`src/rtl/branch_resolve.sv`:
```
// Resolves conditional branches and JALR for a sequential-predicting fetch unit.
// One-entry result register; taken, aligned transfers pulse a redirect and flip the fetch epoch.
module branch_resolve #(
    parameter int XLEN = 64
) (
    input  logic            clk,
    input  logic            rst,
    input  logic            in_valid,
    output logic            in_ready,
    input  logic            in_epoch,
    input  logic            in_is_jalr,
    input  logic [2:0]      in_funct3,
    input  logic [XLEN-1:0] in_pc,
    input  logic [XLEN-1:0] in_rs1,
    input  logic [XLEN-1:0] in_rs2,
    input  logic [XLEN-1:0] in_imm,
    output logic            out_valid,
    input  logic            out_ready,
    output logic [XLEN-1:0] out_link,
    output logic            out_taken,
    output logic [1:0]      out_exc,
    output logic            redirect_valid,
    output logic [XLEN-1:0] redirect_pc,
    output logic            epoch
);

    localparam logic [XLEN-1:0] JALR_MASK = {{(XLEN-1){1'b1}}, 1'b0};
    localparam logic [1:0] EXC_NONE     = 2'd0;
    localparam logic [1:0] EXC_FUNCT3   = 2'd1;
    localparam logic [1:0] EXC_MISALIGN = 2'd2;

    logic            out_valid_reg;
    logic [XLEN-1:0] out_link_reg;
    logic            out_taken_reg;
    logic [1:0]      out_exc_reg;
    logic            redirect_valid_reg;
    logic [XLEN-1:0] redirect_pc_reg;
    logic            epoch_reg;

    logic            accept;
    logic            current;
    logic            eq, lt, ltu;
    logic            cond_ok, cond_true;
    logic            taken_next;
    logic [1:0]      exc_next;
    logic            redirect_next;
    logic [XLEN-1:0] target_next;
    logic [XLEN-1:0] link_next;

    assign in_ready = !out_valid_reg || out_ready;
    assign accept   = in_valid && in_ready;
    assign current  = (in_epoch == epoch_reg);

    assign eq  = (in_rs1 == in_rs2);
    assign lt  = ($signed(in_rs1) < $signed(in_rs2));
    assign ltu = (in_rs1 < in_rs2);

    always_comb begin
        cond_ok   = 1'b1;
        cond_true = 1'b0;
        case (in_funct3)
            3'b000:  cond_true = eq;
            3'b001:  cond_true = !eq;
            3'b100:  cond_true = lt;
            3'b101:  cond_true = !lt;
            3'b110:  cond_true = ltu;
            3'b111:  cond_true = !ltu;
            default: cond_ok   = 1'b0;
        endcase
    end

    // Adders wrap naturally at XLEN bits, so overflowing targets are not exceptions.
    always_comb begin
        link_next   = in_pc + XLEN'(4);
        target_next = in_is_jalr ? ((in_rs1 + in_imm) & JALR_MASK) : (in_pc + in_imm);
        taken_next  = in_is_jalr || (cond_ok && cond_true);
        exc_next    = EXC_NONE;
        if (!in_is_jalr && !cond_ok) begin
            exc_next = EXC_FUNCT3;
        end else if (taken_next && target_next[1]) begin
            exc_next = EXC_MISALIGN;
        end
        redirect_next = taken_next && (exc_next == EXC_NONE);
    end

    always_ff @(posedge clk) begin
        if (rst) begin
            out_valid_reg      <= 1'b0;
            out_link_reg       <= '0;
            out_taken_reg      <= 1'b0;
            out_exc_reg        <= EXC_NONE;
            redirect_valid_reg <= 1'b0;
            redirect_pc_reg    <= '0;
            epoch_reg          <= 1'b0;
        end else begin
            redirect_valid_reg <= 1'b0;
            if (out_valid_reg && out_ready) begin
                out_valid_reg <= 1'b0;
            end
            // Stale-epoch ops are consumed but leave no trace.
            if (accept && current) begin
                out_valid_reg <= 1'b1;
                out_link_reg  <= link_next;
                out_taken_reg <= taken_next;
                out_exc_reg   <= exc_next;
                if (redirect_next) begin
                    redirect_valid_reg <= 1'b1;
                    redirect_pc_reg    <= target_next;
                    epoch_reg          <= !epoch_reg;
                end
            end
        end
    end

    assign out_valid      = out_valid_reg;
    assign out_link       = out_link_reg;
    assign out_taken      = out_taken_reg;
    assign out_exc        = out_exc_reg;
    assign redirect_valid = redirect_valid_reg;
    assign redirect_pc    = redirect_pc_reg;
    assign epoch          = epoch_reg;

endmodule
```
`config.mk`:
```
export PLATFORM = sky130hd
export DESIGN_NAME = branch_resolve
export DESIGN_NICKNAME = d
export VERILOG_FILES = /design/src/rtl/branch_resolve.sv
export SDC_FILE = /design/constraint.sdc
export NUM_CORES = 1
export LEC_CHECK = 0
export BUFFER_PORTS_ARGS = -buffer_cell sky130_fd_sc_hd__buf_4
export CORE_MARGIN = 4
export CORE_UTILIZATION = 50
export DETAILED_ROUTE_END_ITERATION = 10
export GPL_TIMING_DRIVEN = 0
export HOLD_SLACK_MARGIN = 0.05
export PLACE_DENSITY = 0.8
export SLEW_MARGIN = 25
export SYNTH_ARGS = -nofsm -noshare
export SYNTH_HDL_FRONTEND = slang
export SYNTH_SLANG_ARGS = --single-unit
```
`constraint.sdc`:
```
create_clock -name clk -period 2.9 [get_ports clk]
set_clock_uncertainty 0.2 [all_clocks]
set_input_delay 0.145 -clock clk [delete_from_list [all_inputs] [get_ports clk]]
set_output_delay 0.145 -clock clk [all_outputs]
set_load 0.01 [all_outputs]
```
==> reports/metrics.yaml <==
power:
  peakVddDrop_v: 0.000417
  power.density_nw_per_um2: 389
  leakage_uw: 0.00971
  power_uw: 8860
timing:
  max_slew_margin_pct: 33.0
  tightest_slew_ns: 1.00
  period_share_pct: 110
  fin_ws_ns: -0.298
  period_minus_slack_ns: 3.20
  hold_viol_final: 0
  finalSetupViolations: 65
  rsz0062_at_grt: "true"
  final_max_slew_viol_count: 0
  fin_tns_setup_ns: -11.36
  max_freq_mhz: 313
yosys:
  synth_top_area_share_pct: 17.5
  synthMuxAreaShare_pct: 0.974
  yosys.area_share.simple_pct: 22.1
  async_flop_share_pct: 0
  synth.distinct_cells: 76
  synth_warnings: 0
  synth_cells: 2107
  synth_top_family_by_area: "compound AO/OA/AOI/OAI gates"
  ys_seq_area_share_pct: 17.5
  synth-compound-area-share_pct: 28.9
  synth_largest_area_cell: "dfxtp_1"
  yosys-top-cells-area: "dfxtp_1 (18%), ha_1 (16%), a21oi_1 (6.9%), nor2_1 (5.9%), xor2_1 (5.1%)"
  yosys_register_bits: 134
  synth_fp_nets: 2564
  syn_avg_cell_area_um2: 7.26
  synthesis.area_um2: 15300
  synthAdderAreaFrac_pct: 15.8
  synth_xor_area_share_pct: 9.74
  synth_edf_count: 0
  synth_ff_type: "dfxtp_1"
critical_path:
  endpoint_kind: "register"
  r2r_cells: 6
  critPathLaunchType: "input port"
  required_ns: 3.06
  r2r_start: "epoch$_SDFFE_PP0P_"
  criticalPathCategory: "in2reg"
  regToRegSetupSlack_ns: 0.29
  worstPathMaxFanout: 5
  cp.arrival_ns: 3.36
  r2r_end: "redirect_pc[59]$_SDFFE_PP0P_"
outcome:
  status: "finished with violations"
  violations: "negative setup slack"
cells_and_area:
  fin_area_um2: 22800
  nFillCells: 2153
  drive_gt1_share_pct: 28.4
  multiInputGateArea_um2: 13400
  syn2layout_area_growth_pct: 49.0
  n_antenna_cell: 0
  nNetsFinal: 3136
  regArea_um2: 2680
  fin_util_pct: 76.2
route:
  via_per_inst: 6.49
  totalWireLength_um: 76300
  drc: 0
  drtPass1Iterations: 9
  wl_per_cell_um: 24.8
  first_iter_violations: 2156
  vias: 20003
  ant_nets: 0
worst_hold_path:
  worst_hold_path.endpoint: "redirect_pc[58]$_SDFFE_PP0P_"
  whs_path_depth: 4
  hp-start: "in_imm[58]"
  hold_path.class: "in2reg"
clock_network:
  htreeDepth: 4
  clock_latency_ns: 0.46
  cts_sinks: 134
  cts_buffer_depth: 2
  cts_buffers: 17
  cts_tree: "yes"
  clock-root-buffer: "clkbuf_16"
  clkTransAtPathRegs_ns: 0.08
placed_design:
  hpwl_um: 55800
  gp_congestion: 1.00
  dpl_cell_area_um2: 18800
  io_buffers: 398
floorplanning:
  std_cell_rows: 63
  die_y_um: 183
  start_util_pct: 51.2
  pin_count: 400
  die_x_um: 183
  die_area_um2: 33400
  coreArea_um2: 29900
global_routing:
  grt_use_total_pct: 42.4
  grt_pass1_vias: 19327
  grt_max_degree: 17
  grt_overflow_total: 0
  grt_first_pass_wirelength_um: 112000
  antenna_found_initial: 1
run:
  max_cap_viol_count: 0
cells by family (layout without fill, tap and decap cells):
| group | count (synthesis) | in the layout |
|---|---|---|
| flops | 134 | 134 |
| xor+xnor | 170 | 170 |
| compound gates | 674 | 674 |
| mux | 14 | 14 |
| fa+ha+maj | 192 | 192 |
| simple gates | 733 | 733 |
| buf+inv | 190 | 775 |
worst max path at each step:
stage                    start                            to
detailed placement   in_pc[18]  redirect_pc[60]$_SDFFE_PP0P_
floorplan            in_imm[0]  redirect_pc[40]$_SDFFE_PP0P_
CTS                 in_rs2[34]   redirect_pc[2]$_SDFFE_PP0P_
finish              in_rs2[32]  redirect_pc[51]$_SDFFE_PP0P_
global route        in_rs2[32]  redirect_pc[30]$_SDFFE_PP0P_
global placement    in_rs1[46]  redirect_pc[28]$_SDFFE_PP0P_
layout by cell type, fill, tap and decap left out, drive strengths merged, types with 25 or more instances in the layout:
cell and count:
nor2 239, a21o 67, o21ai 113, xnor2 81
inv 97, dlygate4sd3 91, nand3 64, dfxtp 134
o211ai 25, xor2 89, a211oi 90, ha 190
nor3 48, buf 496, a21oi 213, nand4 61
nand2 206, clkbuf 84
synth_stat cells (25+ instances only):
| master | instances |
|---|---|
| nand4_1 | 61 |
| nand2_1 | 206 |
| xnor2_1 | 81 |
| xor2_1 | 89 |
| a21o_1 | 67 |
| inv_1 | 92 |
| o21ai_0 | 103 |
| a21oi_1 | 211 |
| ha_1 | 190 |
| nand3_1 | 64 |
| dfxtp_1 | 134 |
| nor2_1 | 239 |
| clkbuf_1 | 76 |
| nor3_1 | 46 |
| o211ai_1 | 25 |
| a211oi_1 | 89 |
cell type report:
type                       instances  share of cell area [%]
timing repair buffer             566                    20.9
sequential                       134                    11.8
clock inverter                    12                   0.621
tap                              390                    2.14
inverter                          92                    1.58
multi-input combinational       1783                    58.8
buffer                            85                    2.16
clock buffer                      20                    2.05
per-stage QoR:
step,hold WS (ns),instances,setup WS [ns]
detailed placement,0.217,2895,-1.47
CTS,0.0511,3063,-0.0880
global route,0.0831,3082,-0.357
floorplan,0.0407,2107,-0.0469
finish,0.0539,3082,-0.298
global placement,0.215,2895,-1.51
report_power, final:
group | total [µW] | internal [µW] | switching (µW)
combinational | 4330 | 1850 | 2490
clock | 2390 | 1350 | 1040
sequential | 2130 | 2010 | 129
total | 8860 | 5200 | 3660
critical path, stage by stage:
cell,delay [ns]
buf_6,0.08
inv_4,0.03
ha_4,0.25
nand4_1,0.22
nor4_4,0.58
nand2_1,0.13
or4_1,0.56
a21o_1,0.19
a21oi_2,0.16
and3_4,0.22
buf_8,0.12
buf_12,0.11
buf_12,0.13
buf_12,0.13
nor2_1,0.05
a311oi_1,0.25
per-layer routing:
| metal | part of all wire [%] | wire length (µm) | track usage [%] |
|---|---|---|---|
| met1 | 38 | 28800 | 52.0 |
| met2 | 45 | 34000 | 68.7 |
| met3 | 11 | 8100 | 10.2 |
| met4 | 7.2 | 5460 | 23.4 |
| met5 | 0.021 | 16 | 0 |
repair_timing:
action                                  CTS  global route
hold endpoints to repair                 69             0
hold buffers                             91             0
endpoints found under the setup margin   79            72
buffers inserted                         48            29
cloned                                    6             1
gates resized for setup                 249           117
pin swaps                                81            51
Power figures use the tool's default switching activity.
